===== config.mk =====
export PLATFORM = sky130hd
export DESIGN_NAME = sosanh_serial
export DESIGN_NICKNAME = d
export VERILOG_FILES = /design/src/rtl/sosanh_serial.sv
export SDC_FILE = /design/constraint.sdc
export NUM_CORES = 1
export LEC_CHECK = 0
export ABC_CLOCK_PERIOD_IN_PS = 3700
export CAP_MARGIN = 40
export CORE_MARGIN = 5
export CORE_UTILIZATION = 50
export CTS_CLUSTER_DIAMETER = 120
export CTS_CLUSTER_SIZE = 28
export DETAILED_ROUTE_END_ITERATION = 8
export PLACE_DENSITY = 0.77
export SLEW_MARGIN = 20
export SYNTH_ARGS = -nofsm -noshare
export SYNTH_HDL_FRONTEND = slang
export SYNTH_SLANG_ARGS = --single-unit

===== constraint.sdc =====
create_clock -name clk -period 3.7 [get_ports clk]
set_input_delay 0.74 -clock clk [delete_from_list [all_inputs] [get_ports clk]]
set_output_delay 0.74 -clock clk [all_outputs]
set_load 0.005 [all_outputs]

===== src/rtl/sosanh_serial.sv =====
// sosanh_serial: bit-serial magnitude comparator.
// Operands are captured on an accepted start, scanned MSB first one bit per
// cycle, and the first differing bit decides the result. The scan always runs
// the full WIDTH cycles, so latency is fixed regardless of the operand values.
// Results are registered as X (A>B), Y (A==B), Z (A<B); exactly one is set.
//
// Handshake: start is sampled only while idle (busy=0); an accepted start
// captures A/B, busy stays high for WIDTH+1 cycles, and done pulses for one
// cycle in the last of them. start, A and B are ignored while busy=1.
module sosanh_serial #(
    parameter int WIDTH  = 4,
    parameter bit SIGNED = 1'b1
) (
    input  logic             clk,
    input  logic             rst,
    input  logic             start,
    input  logic [WIDTH-1:0] A,
    input  logic [WIDTH-1:0] B,
    output logic             busy,
    output logic             done,
    output logic             X,
    output logic             Y,
    output logic             Z
);

    localparam int IW = (WIDTH > 2) ? $clog2(WIDTH) : 1;

    localparam logic [1:0] S_IDLE = 2'd0;
    localparam logic [1:0] S_SCAN = 2'd1;
    localparam logic [1:0] S_DONE = 2'd2;

    logic [1:0]       r_state;
    logic [WIDTH-1:0] r_a;
    logic [WIDTH-1:0] r_b;
    logic [IW-1:0]    r_idx;
    logic             r_decided;
    logic             r_gt;
    logic             r_lt;
    logic             r_x;
    logic             r_y;
    logic             r_z;

    logic w_a_bit;
    logic w_b_bit;
    logic w_sign_bit;
    logic w_last;
    logic w_take;
    logic w_a_wins;
    logic w_set_gt;
    logic w_set_lt;

    // The operand shift registers always present the current bit at the MSB.
    assign w_a_bit    = r_a[WIDTH-1];
    assign w_b_bit    = r_b[WIDTH-1];
    assign w_sign_bit = SIGNED && (r_idx == IW'(WIDTH - 1));
    assign w_last     = (r_idx == '0);

    // Only the first differing bit counts; on the sign bit the sense flips
    // because a set sign bit marks the negative (smaller) operand.
    assign w_take   = ~r_decided & (w_a_bit ^ w_b_bit);
    assign w_a_wins = w_a_bit ^ w_sign_bit;
    assign w_set_gt = w_take & w_a_wins;
    assign w_set_lt = w_take & ~w_a_wins;

    // Control and scan datapath: capture, shift, and latch the first decision.
    always_ff @(posedge clk or posedge rst) begin
        if (rst) begin
            r_state   <= S_IDLE;
            r_a       <= '0;
            r_b       <= '0;
            r_idx     <= '0;
            r_decided <= 1'b0;
            r_gt      <= 1'b0;
            r_lt      <= 1'b0;
        end else begin
            case (r_state)
                S_IDLE: begin
                    if (start) begin
                        r_a       <= A;
                        r_b       <= B;
                        r_idx     <= IW'(WIDTH - 1);
                        r_decided <= 1'b0;
                        r_gt      <= 1'b0;
                        r_lt      <= 1'b0;
                        r_state   <= S_SCAN;
                    end
                end
                S_SCAN: begin
                    r_a       <= {r_a[WIDTH-2:0], 1'b0};
                    r_b       <= {r_b[WIDTH-2:0], 1'b0};
                    r_idx     <= r_idx - 1'b1;
                    r_decided <= r_decided | w_take;
                    r_gt      <= r_gt | w_set_gt;
                    r_lt      <= r_lt | w_set_lt;
                    if (w_last) begin
                        r_state <= S_DONE;
                    end
                end
                S_DONE: begin
                    r_state <= S_IDLE;
                end
                default: begin
                    r_state <= S_IDLE;
                end
            endcase
        end
    end

    // Result registers load on the final scan edge, including the last bit's
    // decision, and then hold until the next load or reset.
    always_ff @(posedge clk or posedge rst) begin
        if (rst) begin
            r_x <= 1'b0;
            r_y <= 1'b0;
            r_z <= 1'b0;
        end else if (r_state == S_SCAN && w_last) begin
            r_x <= r_gt | w_set_gt;
            r_y <= ~(r_decided | w_take);
            r_z <= r_lt | w_set_lt;
        end
    end

    assign busy = (r_state != S_IDLE);
    assign done = (r_state == S_DONE);
    assign X    = r_x;
    assign Y    = r_y;
    assign Z    = r_z;

endmodule


==> metrics.sh <==
OUTCOME='complete, no violations'
DETAILEDROUTE.FIRSTPASSITERATIONCOUNT=4
DETAIL_ROUTE.WL_PER_CELL_UM=12.26
CTS_REPAIR_RESIZE_COUNT=0
PEAKVDDDROP_mV=0.3619
YOSYS.AREA.TOP_TYPE='sky130_fd_sc_hd__dfrtp_1'
SYNTH-WARNING-COUNT=0
FINAL_NET_COUNT=120
DIE_WIDTH_UM=52.21
STARTING_UTILIZATION_OF_THE_CORE_AREA=0.5216
CTS_BUFFER_DEPTH=2
ANTENNADIODECOUNT=0
POWER-PER-CELL-AREA_mW_PER_MM2=746.9
P_LEAK_nW=0.4993
SYNTH_CELLS=92
SETUP_VIOL_COUNT_FINAL=0
POST_CTS_SETUP_BUFFERS=0
CP.REQUIRED_PS=2960
DIE_HEIGHT_UM=52.21
YOSYS_REGISTER_BITS=18
MAX_FREQ_GHz=0.4102
DRT_ITER0_MARKERS=14
POST_LAYOUT_NONFILLER_INSTANCES=131
TIGHTESTPINTRANSITION_PS=661.8
SYNTH_ASYNC_SR_FLOP_SHARE=1.000
CTS_BUFFERS=3
WORSTHOLDPATHCELLS=2
POST_CTS_HOLD_BUFFER_COUNT=0
TIMING.FINAL.CRIT_SHARE=0.6588
PORT_BUFFERS=15
POSTSYNTHAREAPERCELL_UM2=9.683
PRE_CTS_SLACK_PS=1600
SYNTH_FP_NETS=105
FILLCELLCOUNT=152
NETLIST_AREA_UM2=890.9
TRITONCTS='built'
CLK_TRANSITION_REPORTED_PATHS_PS=100
CLOCK-ROOT-BUFFER='sky130_fd_sc_hd__clkbuf_4'
POST-PLACE-CELLS=127
TIMING.CRITICAL_PATH.TO_TYPE='output port'
FINALCRITICALPERIOD_PS=2438
GR-USAGE-ALL-LAYERS=0.1421
TIMING.SETUP.TNS_PS=0
HOLD_PATH.CLASS='flip-flop to flip-flop'
HOLD-PATH-ENDPOINT='r_b[2]'
PLACED_CELL_AREA_MM2=0.001042
STARTPOINT_TYPE='flip-flop'
DRIVE_ABOVE_1_SHARE=0.06604
EDFF_COUNT_SYNTH=0
DIE_AREA_MM2=0.002726
HOLD_START='r_b[2]'
OVERFLOW=0
CTSHTREEMAXLEVEL=1
CRIT_TYPE='flip-flop to output port'
GLOBAL_ROUTE_WIRE_LENGTH_BEFORE_REPAIR_UM=2877
TIMING.REG2REG.SETUP_SLACK_PS=2190
CAP_VIOLATIONS=0
SEQ_AREA_FRAC_SYNTH=0.5056
WORST-R2R-CELL-COUNT=2
WORSTSKEWPAIRLATENCY_PS=290
CORE_REGION_AREA_MM2=0.001708
REG2REG_TO='Y'
MAXSLEWHEADROOM=0.5583
LAYOUT_COMMON_CELLS='18 x sky130_fd_sc_hd__dfrtp_1, 15 x sky130_fd_sc_hd__clkdlybuf4s50_1, 13 x sky130_fd_sc_hd__a21oi_1'
ROUTE.DETAILED.DRC=0
CRITICAL_PATH_ARRIVAL_PS=1700
DOMINANTREGCELLSYNTH='sky130_fd_sc_hd__dfrtp_1'
MOSTFREQUENTLAYOUTCELL='sky130_fd_sc_hd__dfrtp_1'
FINAL_ROUTED_WIRELENGTH_UM=1606
YOSYSUNIQUECELLTYPES=21
CP_MAX_FO=20
AVERAGE_VIAS_PER_PLACED_INSTANCE=5.122
NUM_ROWS=15
ROUTED-VIA-COUNT=671
FINAL-HOLD-VIOLATION-COUNT=0
MULTIINPUTGATEAREA_UM2=391.6
GP_CONGESTION=0.7313
FINAL_ANTENNA_NET_COUNT=0
CELL_AREA_AFTER_LAYOUT_MM2=0.001079
FINALCLOCKSKEW_PS=9.457
PIN_COUNT=16
POSTLAYOUTCOREUTIL=0.6315
ANTENNA_FOUND_INITIAL=0
SEQUENTIAL_CELL_AREA_UM2=450.4
AREAGROWTHSYNTHTOFINISH_PCT=21.07
POST-ROUTE-WORST-SETUP-SLACK_PS=1262
FIRST_GLOBAL_VIAS=654
PLACE.DETAILED.HPWL_UM=1200
CTS.SINKS=18
SYNTH.TOP_CELLS.BY_AREA='sky130_fd_sc_hd__dfrtp_1 51%, sky130_fd_sc_hd__a21oi_1 7.3%, sky130_fd_sc_hd__and3b_1 4.9%'
RSZ0062_AT_GRT='no'
FINAL_MAX_SLEW_VIOL_COUNT=0
CRIT-REG2REG-LAUNCH='r_state[0]'
PIN_COUNT_OF_THE_BIGGEST_NET_ENTERING_GLOBAL_ROUTING=21
YOSYS.AREA.TOP_TYPE_SHARE=0.5056
==> per-layer routing <==
metal  global-route usage  vias up  wire [um]
li1                     -      340          -
met1               0.1838      313        730
met2               0.2280       16        767
met3              0.02849        2         92
met4              0.06383        0         15
met5                    0        -          0
==> flip-flops by register name (all words and copies together), names as in the netlist <==
| register | cells |
|---|---|
| X | 1 |
| r_lt | 1 |
| r_idx | 2 |
| Z | 1 |
| r_a | 4 |
| r_state | 2 |
| r_gt | 1 |
| r_decided | 1 |
| Y | 1 |
| r_b | 4 |
==> how the worst max path moves through the flow <==
stage	end	startpoint	depth (start not counted)
4_1_cts	busy	r_state[0]	2
3_5_place_dp	busy	r_state[0]	2
2_1_floorplan	busy	r_state[0]	3
6_report	busy	r_state[0]	2
5_1_grt	busy	r_state[0]	2
3_3_place_gp	busy	r_state[0]	2
==> report_power, final <==
| part | total, W | internal [W] | leakage [nW] | switching [W] |
|---|---|---|---|---|
| logic | 0.000321 | 0.000176 | 0.252 | 0.000146 |
| registers | 0.000366 | 0.000281 | 0.226 | 0.0000851 |
| clock network | 0.000118 | 0.0000599 | 0.0210 | 0.0000585 |
| total | 0.000806 | 0.000516 | 0.499 | 0.000289 |
==> stage by stage <==
| step | hold WS, ps | power (W) |
|---|---|---|
| after floorplan | 450.1 | 0.0005875 |
| after global placement | 466.4 | 0.0006749 |
| after detailed placement | 477.2 | 0.0006908 |
| after CTS | 500.5 | 0.0008126 |
| after global routing | 538.5 | 0.0008783 |
| final | 499.8 | 0.0008056 |
==> critical path: stages (launching register included) <==
cell	delay (ps)
sky130_fd_sc_hd__dfrtp_1	590
sky130_fd_sc_hd__or2_2	360
sky130_fd_sc_hd__clkdlybuf4s50_1	460
==> synthesized netlist by cell type (2+ instances only) <==
master	count
sky130_fd_sc_hd__o21ai_0	8
sky130_fd_sc_hd__ha_1	2
sky130_fd_sc_hd__nand2_1	8
sky130_fd_sc_hd__nor2b_1	3
sky130_fd_sc_hd__and3b_1	5
sky130_fd_sc_hd__a22oi_1	3
sky130_fd_sc_hd__a221oi_1	2
sky130_fd_sc_hd__and2b_1	5
sky130_fd_sc_hd__dfrtp_1	18
sky130_fd_sc_hd__a21oi_1	13
sky130_fd_sc_hd__inv_1	5
sky130_fd_sc_hd__buf_2	3
sky130_fd_sc_hd__nor2_1	9
==> layout make-up <==
cell class / count / area share
inverters: 5 / 0.01740
well taps: 25 / 0.02900
clock buffers: 4 / 0.03364
repair buffers: 15 / 0.1392
flip-flops and latches: 18 / 0.4176
multi-input cells: 64 / 0.3631
==> kinds of logic after synthesis <==
| kind of cell | Yosys count | share of synthesized area |
|---|---|---|
| AOI/OAI and AO/OA | 27 | 0.1756 |
| xor gates and xnor gates | 1 | 0.009833 |
| adders and majority gates | 2 | 0.02809 |
| buffers and inverters | 10 | 0.05477 |
| DFF | 18 | 0.5056 |
| muxes | 2 | 0.02809 |
| and+or+nand+nor | 32 | 0.1980 |
Note: power is estimated with default switching activity, not from simulation.
